==> config.mk <==
export PLATFORM = sky130hd
export DESIGN_NAME = pid_controller
export DESIGN_NICKNAME = d
export VERILOG_FILES = /design/src/rtl/pid_controller.sv
export SDC_FILE = /design/constraint.sdc
export NUM_CORES = 2
export LEC_CHECK = 0
export BUFFER_PORTS_ARGS = -buffer_cell sky130_fd_sc_hd__buf_2
export CORE_MARGIN = 5
export CORE_UTILIZATION = 40
export CTS_CLUSTER_SIZE = 10
export DETAILED_ROUTE_END_ITERATION = 7
export PLACE_DENSITY_LB_ADDON = 0.05
export SLEW_MARGIN = 20
export SYNTH_ARGS = -nofsm -noshare
export SYNTH_HDL_FRONTEND = slang
export SYNTH_SLANG_ARGS = --single-unit
==> constraint.sdc <==
create_clock -name CLK -period 12.49 [get_ports CLK]
set_clock_uncertainty 0.2 [all_clocks]
set_input_delay 0.6245 -clock CLK [delete_from_list [all_inputs] [get_ports CLK]]
set_output_delay 0.6245 -clock CLK [all_outputs]
set_load 0.005 [all_outputs]
==> src/rtl/pid_controller.sv <==
// Closed-loop PID motor controller: one update per UPDATE_PERIOD clocks,
// computed by a sequential datapath around a single shared 24x24 multiplier.
module pid_controller #(
    parameter int unsigned UPDATE_PERIOD = 16000
) (
    input  logic               CLK,
    input  logic               reset,
    input  logic [7:0]         control_mode,
    input  logic signed [23:0] setpoint,
    input  logic signed [23:0] encoder0_position,
    input  logic signed [23:0] displacement,
    input  logic signed [23:0] Kp,
    input  logic signed [23:0] Ki,
    input  logic signed [23:0] Kd,
    input  logic [23:0]        PWMLimit,
    input  logic [23:0]        IntegralLimit,
    input  logic [23:0]        deadband,
    output logic signed [23:0] duty,
    output logic               update_done
);

    localparam int unsigned CNT_W = (UPDATE_PERIOD > 1) ? $clog2(UPDATE_PERIOD) : 1;
    localparam logic [CNT_W-1:0] CNT_LAST = CNT_W'(UPDATE_PERIOD - 1);
    localparam logic [22:0] LIM_MAX = 23'h7FFFFF;

    typedef enum logic [2:0] {
        S_IDLE, S_ERR, S_INTEG, S_MUL_P, S_MUL_I, S_MUL_D, S_SUM, S_OUT
    } state_t;

    // Saturate a wide signed value to the 24-bit signed range.
    function automatic logic signed [23:0] sat24(input logic signed [49:0] v);
        if (v > 50'sd8388607)       return 24'sh7FFFFF;
        else if (v < -50'sd8388608) return 24'sh800000;
        else                        return 24'(v);
    endfunction

    // Symmetric clamp to +/-lim (lim is already limited to 2^23-1).
    function automatic logic signed [23:0] clamp_lim(input logic signed [49:0] v,
                                                     input logic [22:0] lim);
        logic signed [49:0] l;
        l = $signed({27'd0, lim});
        if (v > l)       return 24'(l);
        else if (v < -l) return 24'(-l);
        else             return 24'(v);
    endfunction

    state_t state, next_state;

    logic [CNT_W-1:0]   cnt;
    logic               tick;

    logic [7:0]         mode_s;
    logic signed [23:0] sp_s, meas_s, kp_s, ki_s, kd_s;
    logic [22:0]        pwm_lim_s, int_lim_s;
    logic [23:0]        db_s;

    logic signed [23:0] prev_pos;
    logic [7:0]         last_mode;
    logic signed [23:0] err, prev_err;
    logic signed [25:0] integral;
    logic signed [47:0] p_r, i_r, d_r;
    logic signed [23:0] sum_r;

    logic signed [23:0] meas_c;
    logic [22:0]        pwm_lim_c, int_lim_c;
    logic signed [24:0] err_diff, err_mag, d_diff;
    logic signed [23:0] err_sat, err_c;
    logic signed [25:0] integ_sum, integ_lim, integ_next;
    logic signed [23:0] mul_a, mul_b;
    logic signed [47:0] prod;
    logic signed [49:0] sum50;
    logic signed [23:0] sum_c;

    assign tick = (cnt == CNT_LAST);

    // Free-running update tick counter.
    always_ff @(posedge CLK) begin
        if (reset)     cnt <= '0;
        else if (tick) cnt <= '0;
        else           cnt <= cnt + CNT_W'(1);
    end

    // Measurement select and limit pre-clamping at snapshot time.
    always_comb begin
        meas_c = encoder0_position;
        case (control_mode)
            8'd1:    meas_c = encoder0_position - prev_pos;
            8'd2:    meas_c = displacement;
            default: ;
        endcase
        pwm_lim_c = (PWMLimit > 24'h7FFFFF) ? LIM_MAX : PWMLimit[22:0];
        int_lim_c = (IntegralLimit > 24'h7FFFFF) ? LIM_MAX : IntegralLimit[22:0];
    end

    // Datapath arithmetic: error, integrator, shared multiplier, sum.
    always_comb begin
        err_diff = 25'(sp_s) - 25'(meas_s);
        err_sat  = sat24(50'(err_diff));
        err_mag  = err_sat[23] ? -25'(err_sat) : 25'(err_sat);
        err_c    = (err_mag <= $signed({1'b0, db_s})) ? 24'sd0 : err_sat;

        integ_sum  = integral + 26'(err);
        integ_lim  = $signed({3'd0, int_lim_s});
        integ_next = integ_sum;
        if (integ_sum > integ_lim)       integ_next = integ_lim;
        else if (integ_sum < -integ_lim) integ_next = -integ_lim;

        d_diff = 25'(err) - 25'(prev_err);

        mul_a = '0;
        mul_b = '0;
        case (state)
            S_MUL_P: begin mul_a = kp_s; mul_b = err;                    end
            S_MUL_I: begin mul_a = ki_s; mul_b = sat24(50'(integral));   end
            S_MUL_D: begin mul_a = kd_s; mul_b = sat24(50'(d_diff));     end
            default: ;
        endcase
        prod = 48'(mul_a) * 48'(mul_b);

        sum50 = 50'(p_r) + 50'(i_r) + 50'(d_r);
        if (mode_s < 8'd3)       sum_c = clamp_lim(sum50, pwm_lim_s);
        else if (mode_s == 8'd3) sum_c = clamp_lim(50'(sp_s), pwm_lim_s);
        else                     sum_c = '0;
    end

    // FSM state register.
    always_ff @(posedge CLK) begin
        if (reset) state <= S_IDLE;
        else       state <= next_state;
    end

    // FSM next-state: one cycle per stage.
    always_comb begin
        next_state = state;
        case (state)
            S_IDLE:  if (tick) next_state = S_ERR;
            S_ERR:   next_state = S_INTEG;
            S_INTEG: next_state = S_MUL_P;
            S_MUL_P: next_state = S_MUL_I;
            S_MUL_I: next_state = S_MUL_D;
            S_MUL_D: next_state = S_SUM;
            S_SUM:   next_state = S_OUT;
            S_OUT:   next_state = S_IDLE;
            default: next_state = S_IDLE;
        endcase
    end

    // Snapshot, controller state and output registers.
    always_ff @(posedge CLK) begin
        if (reset) begin
            mode_s      <= '0;
            sp_s        <= '0;
            meas_s      <= '0;
            kp_s        <= '0;
            ki_s        <= '0;
            kd_s        <= '0;
            pwm_lim_s   <= '0;
            int_lim_s   <= '0;
            db_s        <= '0;
            prev_pos    <= '0;
            last_mode   <= '0;
            err         <= '0;
            prev_err    <= '0;
            integral    <= '0;
            p_r         <= '0;
            i_r         <= '0;
            d_r         <= '0;
            sum_r       <= '0;
            duty        <= '0;
            update_done <= 1'b0;
        end else begin
            update_done <= 1'b0;
            if (tick) begin
                mode_s    <= control_mode;
                sp_s      <= setpoint;
                meas_s    <= meas_c;
                kp_s      <= Kp;
                ki_s      <= Ki;
                kd_s      <= Kd;
                pwm_lim_s <= pwm_lim_c;
                int_lim_s <= int_lim_c;
                db_s      <= deadband;
                prev_pos  <= encoder0_position;
            end
            case (state)
                S_ERR: begin
                    last_mode <= mode_s;
                    if (mode_s >= 8'd3) begin
                        err      <= '0;
                        integral <= '0;
                        prev_err <= '0;
                    end else begin
                        err <= err_c;
                        if (mode_s != last_mode) begin
                            integral <= '0;
                            prev_err <= '0;
                        end
                    end
                end
                S_INTEG: begin
                    if (int_lim_s == '0)  integral <= '0;
                    else if (err != '0)   integral <= integ_next;
                end
                S_MUL_P: p_r <= prod;
                S_MUL_I: i_r <= prod;
                S_MUL_D: d_r <= prod;
                S_SUM:   sum_r <= sum_c;
                S_OUT: begin
                    duty        <= sum_r;
                    prev_err    <= err;
                    update_done <= 1'b1;
                end
                default: ;
            endcase
        end
    end

    // An update must finish before the next tick arrives.
    always_ff @(posedge CLK) begin
        if (!reset && tick) assert (state == S_IDLE);
    end

endmodule
==> impl_metrics.toml <==
[status]
run_status = "finished, final reports clean"

[clock_tree]
cts.reportedPaths.clkPinSlew_ns = 0.06
clkLatencyLatePin_ns = 0.68
clkSinkCount = 514
cts_made_buffers = 69
cts_buffer_depth = 3
cts_tree = "yes"
root_buffer = "clkbuf_16"
cts_max_level = 3

[critical_path]
worstPathRequired_ns = 12.79
r2r_slack_ns = 0.72
crit_type = "register to register"
cpMostUsedCell = "fa_1"
cp_data_arrival_time_ns = 12.06
ff2ff_path_depth = 40
crit_path_top_delay_cell = "fa_1"
end_kind = "register"
crit_path_start_kind = "register"
critPathMaxFanout = 24
cp_slowest_stage_delay_ns = 0.61

[floorplan]
start_util_pct = 40.2
dieHeight_um = 387
core-area_um2 = 141000
rows = 138
dieArea_um2 = 150000
io_pins = 251
dieWidth_um = 387

[sta]
slew_viol_final = 0
max-slew-margin-rel_pct = 21.7
setup_violations = 0
hold_ws_ns = 0.0610
finalCriticalPeriod_ns = 11.77
fmax_mhz = 85.0
period_share_pct = 94.2
finalHoldViolCount = 0
worst_pin_slew_ns = 1.17
rsz0062_at_grt = "no"

[global_routing]
grt_pass1_wl_um = 313000
grt_max_degree = 110
first_global_vias = 50779
grtUsageTotal_pct = 26.8
antenna_found_initial = 10
gr-total-overflow = 0

[synthesis]
netlist_area_um2 = 56900
ys_ff_latch = 514
synth_edf_count = 0
yosys_most_used_dff = "dfxtp_1"
post_synth_num_cell_types = 91
syn_area_per_cell_um2 = 8.01
ys_warn_count = 0
syn_inst = 7105
synth_async_sr_flop_share_pct = 0
syn-num-nets = 8483
synth-seq-area-share_pct = 18.1

[hold_path]
hold_path.class = "input port to register"
hold_depth = 3

[place]
place_congestion = 0.938
numPortBuffers = 250
dp_cells = 9026
dp.final_hpwl_um = 163000
place_area_um2 = 60400

[power]
irDropWorstVdd_uv = 104
p_leak_nw = 29.1
fin_total_pwr_w = 0.00392
p_per_area_nw_per_um2 = 61.1

[drt]
dr.first_iter.drc_count = 3521
ant_nets = 0
routed_wl_um = 205000
drc_errors = 0
avgRoutedWirePerCell_um = 22.1
vias = 50428
via_per_inst = 5.44
first_pass_iters = 6

[job]
max_cap_violations = 0

[final_layout]
final_cell_area_um2 = 64100
area_growth_pct = 12.7
drive_above_1_share_pct = 7.97
nets = 8726
fin_cells = 9272
-- worst max-delay path, delay by kind of cell, from the launching register on --
| kind | cells | cell delay, ns |
|---|---|---|
| AOI/OAI and AO/OA | 14 | 3.17 |
| DFF | 1 | 0.32 |
| buffers and inverters | 8 | 1.22 |
| and+or+nand+nor | 8 | 1.86 |
| adders and majority gates | 10 | 4.81 |
-- metal layers --
layer  vias up  wire, um  global-route usage, %  part of all wire, %
met4         4      5710                   6.84                  2.8
li1      23956         -                      -                    -
met5         -        27                      0                0.013
met2      1375     95100                   44.3                   46
met1     24827     92900                   37.1                   45
met3       266     11000                   3.67                  5.4
-- state kept, by name (all words and copies together) (netlist names), 24 cells and up --
| register | cells |
|---|---|
| meas_s | 24 |
| kp_s | 24 |
| integral | 26 |
| sum_r | 24 |
| sp_s | 24 |
| d_r | 48 |
| db_s | 24 |
| ki_s | 24 |
| i_r | 48 |
| prev_err | 24 |
| kd_s | 24 |
| err | 24 |
| duty | 24 |
| p_r | 48 |
| prev_pos | 24 |
-- area by class of cell --
type                       instances  area, um^2
multi-input combinational       5321       42100
timing repair buffer             523        3730
clock buffer                      84        1850
clock inverter                    20         367
inverter                         919        3450
sequential                       514       10300
fill                           14236       77300
tap                             1890        2360
antenna                            1        2.50
-- cells by family (layout without fill, tap and decap cells) --
group | Yosys count | count (layout) | synth area share (%)
simple gates | 2390 | 2390 | 18.2
compound gates | 1505 | 1505 | 16.8
buf+inv | 1270 | 1546 | 8.47
fa+ha+maj | 1153 | 1153 | 34.1
flops | 514 | 514 | 18.1
xor+xnor | 236 | 236 | 3.63
mux | 37 | 37 | 0.673
other cells | 0 | 1 | 0
-- metrics by stage --
stage                     setup TNS [ns]  utilization (%)  worst slack [ns]
after floorplan                        0                -              1.41
after global placement                 0             42.7            0.0111
after detailed placement          -0.278             42.7           -0.0957
after CTS                              0             45.2            0.0864
after global routing                   0             45.3            0.0818
final                                  0             45.3             0.724
-- placed cells by master (no fill, tap or decap), drive strengths merged, types with 127 or more instances in the layout --
cell type / instances
a211oi: 127
a21o: 135
a21oi: 604
buf: 395
dfxtp: 514
dlygate4sd3: 128
fa: 661
ha: 491
inv: 921
nand2: 1260
nor2: 486
nor3: 155
o21ai: 230
xnor2: 167
-- power by group --
| part | leakage [nW] | switching, W | internal [W] | total, W |
|---|---|---|---|---|
| Clock | 1.07 | 0.000839 | 0.00116 | 0.00200 |
| Sequential | 4.14 | 0.00000337 | 0.00164 | 0.00165 |
| Combinational | 23.8 | 0.000171 | 0.0000972 | 0.000268 |
-- synthesized netlist by cell type, types with 72 or more instances --
cell type / number / share of area [%]
inv_1: 919 / 6.1
nor2_1: 485 / 3.2
nand2_1: 1259 / 8.3
a21oi_1: 597 / 5.3
a21o_1: 135 / 1.8
nand4_1: 72 / 0.79
a211oi_1: 126 / 1.7
nor3_1: 155 / 1.4
o21ai_0: 218 / 1.9
fa_1: 661 / 23
clkbuf_1: 307 / 2.0
xnor2_1: 167 / 2.6
dfxtp_1: 514 / 18
ha_1: 491 / 11
nand3_1: 92 / 0.81
-- timing repair --
action                     4_1_cts  5_1_grt
setup endpoints to repair        3       66
gates cloned                     0        0
pin swaps                        1        4
buffers inserted                 3       10
hold endpoints to repair       128        0
gates resized for setup          0       19
hold buffers                   128        0
-- final timing paths --
| path | from | to |
|---|---|---|
| hold / removal | Kp[5] | kp_s[5]$_SDFFE_PP0P_ |
| setup / recovery | err[0]$_SDFFE_PP0N_ | d_r[47]$_SDFFE_PP0P_ |
| setup reg to reg | err[0]$_SDFFE_PP0N_ | d_r[47]$_SDFFE_PP0P_ |
| hold reg to reg | sum_r[12]$_SDFFE_PP0P_ | duty[12]$_SDFFE_PP0P_ |
Note: power is estimated with default switching activity, not from simulation.
